**config.mk**
```make
export PLATFORM = sky130hd
export DESIGN_NAME = decode_stage
export DESIGN_NICKNAME = d
export VERILOG_FILES = /design/src/rtl/cpu_pkg.sv /design/src/rtl/scoreboard.sv /design/src/rtl/decode_stage.sv
export SDC_FILE = /design/constraint.sdc
export NUM_CORES = 1
export LEC_CHECK = 0
export ABC_AREA = 1
export BUFFER_PORTS_ARGS = -buffer_cell sky130_fd_sc_hd__buf_2
export CORE_UTILIZATION = 35
export CTS_CLUSTER_DIAMETER = 60
export DETAILED_ROUTE_END_ITERATION = 6
export RECOVER_POWER = 100
export SKIP_CTS_REPAIR_TIMING = 1
export SYNTH_ARGS = -nofsm -noshare
export SYNTH_HDL_FRONTEND = slang
export SYNTH_HIERARCHICAL = 1
export SYNTH_SLANG_ARGS = --single-unit
export TNS_END_PERCENT = 5
```
**constraint.sdc**
```tcl
create_clock -name clk -period 3.05 [get_ports clk]
set_input_delay 0.305 -clock clk [delete_from_list [all_inputs] [get_ports clk]]
set_output_delay 0.305 -clock clk [all_outputs]
set_load 0.01 [all_outputs]
```
**src/rtl/cpu_pkg.sv**
```systemverilog
`default_nettype none
// ============================================================================
//  Module      : cpu_pkg
//  Description : Instruction field positions, opcode class ranges and the
//                decoded-op record shared by the decode stage.
//  Revision    : 1.0 - initial release
// ============================================================================
package cpu_pkg;

    localparam int c_op_msb  = 31;
    localparam int c_op_lsb  = 26;
    localparam int c_rs1_msb = 25;
    localparam int c_rs1_lsb = 21;
    localparam int c_rs2_msb = 20;
    localparam int c_rs2_lsb = 16;
    localparam int c_rd_msb  = 15;
    localparam int c_rd_lsb  = 11;
    localparam int c_imm_msb = 15;
    localparam int c_imm_lsb = 0;

    localparam logic [5:0] c_op_r    = 6'h00;
    localparam logic [5:0] c_op_i_lo = 6'h01;
    localparam logic [5:0] c_op_i_hi = 6'h1F;
    localparam logic [5:0] c_op_s_lo = 6'h20;
    localparam logic [5:0] c_op_s_hi = 6'h2F;

    typedef enum logic [1:0] {
        CLS_R   = 2'd0,
        CLS_I   = 2'd1,
        CLS_S   = 2'd2,
        CLS_NOP = 2'd3
    } op_class_e;

    typedef struct packed {
        logic [5:0]  op;
        logic [4:0]  dest;
        logic        wr_en;
        logic [31:0] opnd1;
        logic [31:0] opnd2;
        logic [31:0] imm;
    } decoded_op_t;

    function automatic op_class_e op_class(input logic [5:0] op);
        if (op == c_op_r)
            return CLS_R;
        else if (op >= c_op_i_lo && op <= c_op_i_hi)
            return CLS_I;
        else if (op >= c_op_s_lo && op <= c_op_s_hi)
            return CLS_S;
        else
            return CLS_NOP;
    endfunction

endpackage
`default_nettype wire

```
**src/rtl/scoreboard.sv**
```systemverilog
`default_nettype none
// ============================================================================
//  Module      : scoreboard
//  Description : 32-entry pending-write vector; a set beats a clear to the
//                same register, and register 0 is never pending.
//  Revision    : 1.0 - initial release
// ============================================================================
module scoreboard (
    input  logic        clk,
    input  logic        rst,
    input  logic        set_en,
    input  logic [4:0]  set_addr,
    input  logic        clr_en,
    input  logic [4:0]  clr_addr,
    output logic [31:0] pending
);

    localparam logic [31:0] c_keep_mask = 32'hFFFF_FFFE;

    logic [31:0] r_pending;
    logic [31:0] w_set_mask;
    logic [31:0] w_clr_mask;

    always_comb begin
        w_set_mask = '0;
        w_clr_mask = '0;
        if (set_en)
            w_set_mask[set_addr] = 1'b1;
        if (clr_en)
            w_clr_mask[clr_addr] = 1'b1;
    end

    always_ff @(posedge clk) begin
        if (rst)
            r_pending <= '0;
        else
            r_pending <= ((r_pending & ~w_clr_mask) | w_set_mask) & c_keep_mask;
    end

    assign pending = r_pending;

endmodule
`default_nettype wire

```
**src/rtl/decode_stage.sv**
```systemverilog
`default_nettype none
// ============================================================================
//  Module      : decode_stage
//  Description : Single-entry decode stage with scoreboard hazard stall.
//                Define DECODE_BYPASS_EN to forward same-cycle writebacks.
//  Revision    : 1.0 - initial release
// ============================================================================
module decode_stage
    import cpu_pkg::*;
(
    input  logic        clk,
    input  logic        rst,
    input  logic        in_valid,
    output logic        in_ready,
    input  logic [31:0] instr,
    output logic [4:0]  rf_src1_addr,
    output logic [4:0]  rf_src2_addr,
    input  logic [31:0] rf_read_data1,
    input  logic [31:0] rf_read_data2,
    input  logic        wb_valid,
    input  logic [4:0]  wb_dest_addr,
    input  logic [31:0] wb_data,
    output logic        out_valid,
    input  logic        out_ready,
    output logic [5:0]  out_op,
    output logic [4:0]  out_dest_addr,
    output logic        out_wr_en,
    output logic [31:0] out_opnd1,
    output logic [31:0] out_opnd2,
    output logic [31:0] out_imm
);

    logic [5:0]  w_op;
    logic [4:0]  w_rs1;
    logic [4:0]  w_rs2;
    logic [4:0]  w_rd;
    logic [15:0] w_imm16;
    op_class_e   w_class;

    logic        w_use1;
    logic        w_use2;
    logic        w_wr_en;
    logic [4:0]  w_dest;
    logic [31:0] w_pending;
    logic        w_fwd1;
    logic        w_fwd2;
    logic        w_hazard;
    logic        w_accept;
    logic [31:0] w_src1_data;
    logic [31:0] w_src2_data;
    decoded_op_t w_dec;

    decoded_op_t r_out;
    logic        r_out_valid;

    assign w_op    = instr[c_op_msb:c_op_lsb];
    assign w_rs1   = instr[c_rs1_msb:c_rs1_lsb];
    assign w_rs2   = instr[c_rs2_msb:c_rs2_lsb];
    assign w_rd    = instr[c_rd_msb:c_rd_lsb];
    assign w_imm16 = instr[c_imm_msb:c_imm_lsb];
    assign w_class = op_class(w_op);

    assign rf_src1_addr = w_rs1;
    assign rf_src2_addr = w_rs2;

    always_comb begin
        w_use1  = 1'b0;
        w_use2  = 1'b0;
        w_wr_en = 1'b0;
        w_dest  = '0;
        unique case (w_class)
            CLS_R: begin
                w_use1  = 1'b1;
                w_use2  = 1'b1;
                w_wr_en = 1'b1;
                w_dest  = w_rd;
            end
            CLS_I: begin
                w_use1  = 1'b1;
                w_wr_en = 1'b1;
                w_dest  = w_rs2;
            end
            CLS_S: begin
                w_use1  = 1'b1;
                w_use2  = 1'b1;
            end
            default: ;
        endcase
    end

`ifdef DECODE_BYPASS_EN
    // A pending source retiring this very cycle is taken straight off the writeback bus.
    assign w_fwd1 = wb_valid && (wb_dest_addr == w_rs1) && w_pending[w_rs1];
    assign w_fwd2 = wb_valid && (wb_dest_addr == w_rs2) && w_pending[w_rs2];
`else
    assign w_fwd1 = 1'b0;
    assign w_fwd2 = 1'b0;
`endif

    // Register 0 never reads pending, so it can never raise a hazard.
    assign w_hazard = (w_use1 && w_pending[w_rs1] && !w_fwd1)
                   || (w_use2 && w_pending[w_rs2] && !w_fwd2)
                   || (w_wr_en && w_pending[w_dest]);

    assign in_ready = !rst && (!r_out_valid || out_ready) && !w_hazard;
    assign w_accept = in_valid && in_ready;

    assign w_src1_data = (!w_use1 || w_rs1 == 5'd0) ? 32'd0 :
                         w_fwd1 ? wb_data : rf_read_data1;
    assign w_src2_data = (!w_use2 || w_rs2 == 5'd0) ? 32'd0 :
                         w_fwd2 ? wb_data : rf_read_data2;

    always_comb begin
        w_dec       = '0;
        w_dec.op    = w_op;
        w_dec.dest  = w_dest;
        w_dec.wr_en = w_wr_en;
        w_dec.opnd1 = w_src1_data;
        w_dec.opnd2 = w_src2_data;
        w_dec.imm   = {{16{w_imm16[15]}}, w_imm16};
    end

    scoreboard u_scoreboard (
        .clk      (clk),
        .rst      (rst),
        .set_en   (w_accept && w_wr_en && (w_dest != 5'd0)),
        .set_addr (w_dest),
        .clr_en   (wb_valid && (wb_dest_addr != 5'd0)),
        .clr_addr (wb_dest_addr),
        .pending  (w_pending)
    );

    always_ff @(posedge clk) begin
        if (rst) begin
            r_out_valid <= 1'b0;
            r_out       <= '0;
        end else if (w_accept) begin
            r_out_valid <= 1'b1;
            r_out       <= w_dec;
        end else if (out_ready) begin
            r_out_valid <= 1'b0;
        end
    end

    assign out_valid     = r_out_valid;
    assign out_op        = r_out.op;
    assign out_dest_addr = r_out.dest;
    assign out_wr_en     = r_out.wr_en;
    assign out_opnd1     = r_out.opnd1;
    assign out_opnd2     = r_out.opnd2;
    assign out_imm       = r_out.imm;

endmodule
`default_nettype wire

```
; ---- Word-level counts from Yosys, hierarchy flattened
; Cells that the tools add are included.
[totals]
reg_bits = 125
inputBits = 138
[op_classes]
order_cmp = 10
eq_ne = 2
muxes = 23
bitwise = 3
n_reduce_logical = 33
[op_table]
columns = cell, n
row1 = $mux W32, 4
row2 = $and A32 B32 Y32, 1
row3 = $not A32 Y32, 1
row4 = $or A32 B32 Y32, 1
row5 = $lt A5 B6 Y1 const B, 4
row6 = $bmux W1 S5, 3
row7 = $logic_and A1 B1 Y1, 13
row8 = $mux W1, 11
row9 = $demux W1 S5, 2
row10 = $ge A5 B1 Y1 const B, 2
row11 = $logic_not A5 Y1, 2
row12 = $pmux W5 S2, 1
row13 = $reduce_bool A5 Y1, 2
row14 = $ge A6 B1 Y1 const B, 1
row15 = $ge A6 B6 Y1 const B, 1
row16 = $le A6 B5 Y1 const B, 1
row17 = $le A6 B6 Y1 const B, 1
row18 = $logic_not A6 Y1, 1
row19 = $logic_not A1 Y1, 5
row20 = $logic_or A1 B1 Y1, 5
row21 = $mux W2, 2
row22 = $reduce_or A2 Y1, 2
row23 = $reduce_or A3 Y1, 1
row24 = $eq A2 B1 Y1 const B, 1
row25 = 3 further kinds, 3

; ---- Logic depth before layout (Yosys ltp)
[logic_depth]
depth_word = 18
depth_mapped = 20

; ---- By module
; The synthesis kept the hierarchy.
[by_module_without_submodules]
columns = mod, instances, cells_per_inst, area_each_um2
row1 = decode_stage, 1, 1010, 5893.2
row2 = scoreboard, 1, 202, 1430.1

; ---- Least setup slack after synthesis
; Ideal clock, no wire load.
[synth_path]
path_type = input -> register
startpoint = input port instr[28]
endpoint = register u_scoreboard.r_pending[16] (netlist: u_scoreboard/pending[16])
setup_time_ns = 0.066
t_arrival_ns = 2.461
required_time_ns = 2.984
setup_slack_ns = 0.523
cell_stages = 11
cell_sequence = nor2_4 -> nand3_4 -> o22ai_1 -> nand2_1 -> nand2_1 -> nand4_1 -> a21oi_1 -> inv_1 -> nor3_2 -> nand2_1 -> a21oi_2
[synth_via]
elab_chain_len = 18
word_cells_on_any_way = 40
[synth_lines]
columns = item, line
row1 = "start, declared", decode_stage.sv:15  ; input logic [31:0] instr,
row2 = $ge A6 B6 Y1 or $le A6 B6 Y1 (tied branches), cpu_pkg.sv:48  ; else if (op >= c_op_s_lo && op <= c_op_s_hi)
row3 = $logic_and A1 B1 Y1, cpu_pkg.sv:48
row4 = $mux W1, cpu_pkg.sv:48
row5 = $mux W2, cpu_pkg.sv:46  ; else if (op >= c_op_i_lo && op <= c_op_i_hi)
row6 = $mux W2 *, cpu_pkg.sv:44  ; if (op == c_op_r)
row7 = $eq A2 B1 Y1 or $logic_not A2 Y1 (tied branches), decode_stage.sv:71  ; unique case (w_class)
row8 = $pmux W5 S2 *, decode_stage.sv:71
row9 = net w_dest[4], decode_stage.sv:43  ; logic [4:0] w_dest;
row10 = (+2 left out), --
row11 = $logic_and A1 B1 Y1, decode_stage.sv:103  ; || (w_wr_en && w_pending[w_dest]);
row12 = $logic_or A1 B1 Y1, decode_stage.sv:103
row13 = $logic_not A1 Y1, decode_stage.sv:105  ; assign in_ready = !rst && (!r_out_valid || out_ready) && !w_hazard;
row14 = $logic_and A1 B1 Y1, decode_stage.sv:105
row15 = $logic_and A1 B1 Y1, decode_stage.sv:106  ; assign w_accept = in_valid && in_ready;
row16 = $logic_and A1 B1 Y1 (2 in a row), decode_stage.sv:126  ; .set_en (w_accept && w_wr_en && (w_dest != 5'd0)),
row17 = $mux W32 *, scoreboard.sv:27  ; if (set_en)
row18 = $or A32 B32 Y32 *, scoreboard.sv:37  ; r_pending <= ((r_pending & ~w_clr_mask) | w_set_mask) & c_keep_mask;
row19 = "end signal, assigned", scoreboard.sv:37
row20 = "end, declared", scoreboard.sv:20  ; logic [31:0] r_pending;
; Mark *: on every way through the listed nets, which the timed path passes. The rest lies on a longest branch. The select of a mux whose other input is x is not followed.
; A chain may end at the register's enable or synchronous reset.

; ---- Final worst setup path
[layout_path]
startpoint = input port instr[16]
endpoint = output port in_ready
[layout_via]
elab_chain_len = 7
word_cells_on_any_way = 11
[layout_lines]
columns = item, line
row1 = $pmux W5 S2 or $bmux W1 S5 (tied branches), "decode_stage.sv:71, decode_stage.sv:102"
row2 = $bmux W1 S5 or $mux W1 (tied branches), "decode_stage.sv:103, decode_stage.sv:102"
row3 = $mux W1 (not written as such) or $logic_and A1 B1 Y1 (tied branches), "decode_stage.sv:103, decode_stage.sv:102"
row4 = $logic_and A1 B1 Y1 or $logic_or A1 B1 Y1 (tied branches), "decode_stage.sv:103, decode_stage.sv:102"
row5 = $logic_or A1 B1 Y1 *, decode_stage.sv:103
row6 = $logic_not A1 Y1 *, decode_stage.sv:105
row7 = $logic_and A1 B1 Y1 *, decode_stage.sv:105
row8 = "end, declared", decode_stage.sv:14  ; output logic in_ready,
; Mark *: on every way between the ends. The rest lies on a longest branch, timed or not. The select of a mux whose other input is x is not followed.

==> flow_summary.json <==
{
  "drc": 0,
  "fin_crit_sh_pct": 90.3,
  "synth_top_area_cell": "dfxtp_1",
  "grt_pass1_wl_microns": 36800,
  "drive_gt1_share_pct": 14.2,
  "cellPowerDensity_nw_per_um2": 531,
  "critPathKind": "input port to output pin",
  "vias": 7836,
  "reg2reg_depth": 16,
  "grt_start_max_net_pins": 66,
  "finalSetupViolations": 0,
  "synth_compound_area_share_pct": 6.29,
  "rsz0062_at_grt": "false",
  "fin_crit_ns": 2.76,
  "synth_cell_types": 38,
  "yosysMostFrequentCell": "nand2_1",
  "design_area_sq_um": 8980,
  "grt_pass1_vias": 6980,
  "die-height_microns": 147,
  "hp-class": "input port to register",
  "tns_ns": 0,
  "worstPathRequired_ns": 2.74,
  "synth_area_sq_um": 7320,
  "worstSkewPairLatency_ns": 0.42,
  "cp.depth": 15,
  "start_util_pct": 36.0,
  "antenna_found_initial": 1,
  "reg2reg_to": "u_scoreboard/pending[8]",
  "routabilityCongestion": 0.892,
  "synthMuxAreaShare_pct": 0,
  "synth_fa_ha_area_share_pct": 0,
  "tightest_slew_ns": 0.646,
  "netlist_top_cells_area": "dfxtp_1 34%, nand2_1 20%, inv_1 8.9%",
  "synth_top_cells_by_count": "398 x nand2_1, 173 x inv_1, 156 x nor2_1",
  "port_buffers": 225,
  "cp_slowest_stage_delay_ns": 0.31,
  "max_freq_mhz": 363,
  "setup.reg_to_reg.worst_slack_ns": 0.40,
  "crit_arrival_ns": 2.45,
  "ir_drop_mv": 0.401,
  "end_kind": "output pin",
  "yosysSeqAreaShare_pct": 33.9,
  "maxCapViolations": 0,
  "syn_avg_cell_area_sq_um": 6.04,
  "htree_num_levels": 4,
  "clk_transition_reported_paths_ns": 0.06,
  "postSynthCellCount": 1212,
  "cts_made_buffers": 17,
  "vias_per_cell": 4.67,
  "nets": 1534,
  "cts_tree": "yes",
  "yosys.area_share.simple_pct": 42.8,
  "place_area_sq_um": 8540,
  "slew_violations": 0,
  "num_rows": 52,
  "cp_max_fo": 22,
  "clkSinkCount": 124,
  "yosysWarnings": 6,
  "cpMaxStageDelayCell": "clkbuf_1",
  "cp_common_cell": "nand2_1",
  "fp.dieW_microns": 147,
  "synth_nets": 1350,
  "p_leak_nw": 4.25,
  "core_sq_um": 20400,
  "grtUsageTotal_pct": 21.4,
  "synthToLayoutAreaGrowth_pct": 22.6,
  "hpwl_microns": 16400,
  "io_pins": 258,
  "grt-ovfl-total": 0,
  "ys.flop_type": "dfxtp_1",
  "final_antenna_net_count": 0,
  "wl_per_cell_microns": 13.8,
  "critPathTopFamily": "buffers and inverters",
  "path_cells": "clkbuf_1 -> inv_2 -> nor2_1 -> a21oi_1 -> o21ai_0 -> nand3_1 -> o211ai_1 -> nand2_1 -> nand2_1 -> nand2_1 -> nor2_1 -> buf_4 -> nand2_1 -> inv_1 -> buf_2",
  "die_area_sq_um": 21500,
  "crit_buf_inv": 5,
  "synthXorXnorAreaFrac_pct": 0,
  "async_reset_ff_share_pct": 0,
  "synth_edf_count": 0,
  "first_pass_iters": 5,
  "final.setup_skew_ns": 0.0111,
  "wirelength_microns": 23200,
  "hold_viol": 0,
  "reg2reg_from": "u_scoreboard/pending[9]",
  "yosysTopAreaCellShare_pct": 33.9,
  "synth_top_family_by_area": "simple AND/OR/NAND/NOR gates",
  "clockBufferDepth": 2,
  "ys_ff_latch": 124,
  "endpoint": "in_ready",
  "critPathLaunch": "instr[16]",
  "root_buffer": "clkbuf_16",
  "relSlewSlack_pct": 56.8,
  "outcome": "finished clean",
  "critPathLaunchType": "input port",
  "drtIter0Drc": 547
}
## worst reg2reg max path, stage by stage, from the launching register on
cell and delay, ns:
dfxtp_1 0.36, nor2_1 0.13, a21oi_1 0.05, o21ai_0 0.18, nand3_1 0.11, o211ai_1 0.10
nand2_1 0.11, nand2_1 0.08, nand2_1 0.04, nor2_1 0.19, nand4_1 0.18, a21oi_1 0.22
inv_1 0.10, nor3_2 0.10, clkbuf_1 0.35, nand2_1 0.11, a21oi_1 0.16
## final cells by class
type / instances / area, sq um
clock inverter: 13 / 191
sequential: 124 / 2480
tap: 270 / 338
multi-input combinational: 804 / 3570
clock buffer: 18 / 439
antenna: 1 / 2.50
fill: 2216 / 11400
timing repair buffer: 251 / 1210
inverter: 198 / 743
## registers in the layout, indices dropped and copies added, names as in the netlist
| signal | cells |
|---|---|
| u_scoreboard/pending | 31 |
| out_opnd2 | 32 |
| out_imm | 16 |
| out_valid | 1 |
| out_opnd1 | 32 |
| out_wr_en | 1 |
| out_dest_addr | 5 |
| out_op | 6 |
## cell usage in the layout, fill, tap and decap left out, types with 4 or more instances in the layout
master and instances:
nor2_2 4, a21oi_1 50, nor3_2 4, buf_2 106, clkbuf_1 121, dfxtp_1 124, nand3_1 79, nand4_1 56
o21ai_0 18, buf_4 19, clkinv_1 10, inv_1 173, bufinv_16 4, nor3_1 4, o211ai_1 6, inv_2 15
buf_12 4, nand2_1 398, clkinvlp_4 6, clkbuf_16 17, nor2_1 157
## logic make-up after synthesis
family                 Yosys count
and+or+nand+nor                718
buffers and inverters          284
DFF                            124
AOI/OAI and AO/OA               85
other                            1
## worst min-delay path by stage
stage / from / cells after the start / endpoint
2_1_floorplan: rst / 1 / u_scoreboard/pending[16]
3_3_place_gp: out_op[5] / 2 / out_op[5]
3_5_place_dp: out_op[5] / 2 / out_op[5]
4_1_cts: instr[3] / 3 / out_imm[3]
5_1_grt: instr[0] / 3 / out_imm[0]
6_report: instr[3] / 3 / out_imm[3]
## where the power goes
| part | internal, mW | leakage [nW] | switching (mW) |
|---|---|---|---|
| logic | 0.281 | 2.95 | 0.544 |
| clock network | 1.39 | 0.287 | 0.803 |
| registers | 1.71 | 1.01 | 0.0469 |
## routing by layer
layer / part of all wire [%] / vias up / global-route usage (%) / wire length, microns
met2: 44 / 274 / 34.1 / 10300
li1: - / 4061 / - / -
met1: 47 / 3459 / 28.4 / 10800
met3: 6.6 / 40 / 4.53 / 1530
met4: 2.2 / 2 / 7.81 / 500
met5: 0.056 / - / 0 / 13
## metrics by stage
step | util [%] | worst slack, ns | hold slack [ns] | cells | power [mW]
after floorplan | - | 0.523 | 0.367 | 1212 | 2.35
after global placement | 42.0 | 0.184 | 0.428 | 1647 | 2.64
after detailed placement | 42.0 | 0.149 | 0.445 | 1647 | 2.64
after CTS | 45.1 | 0.367 | 0.0918 | 1678 | 4.85
after global routing | 44.1 | 0.103 | 0.0989 | 1678 | 5.00
final | 44.1 | 0.295 | 0.111 | 1679 | 4.77
No activity file was read; power rests on OpenSTA's default activity.
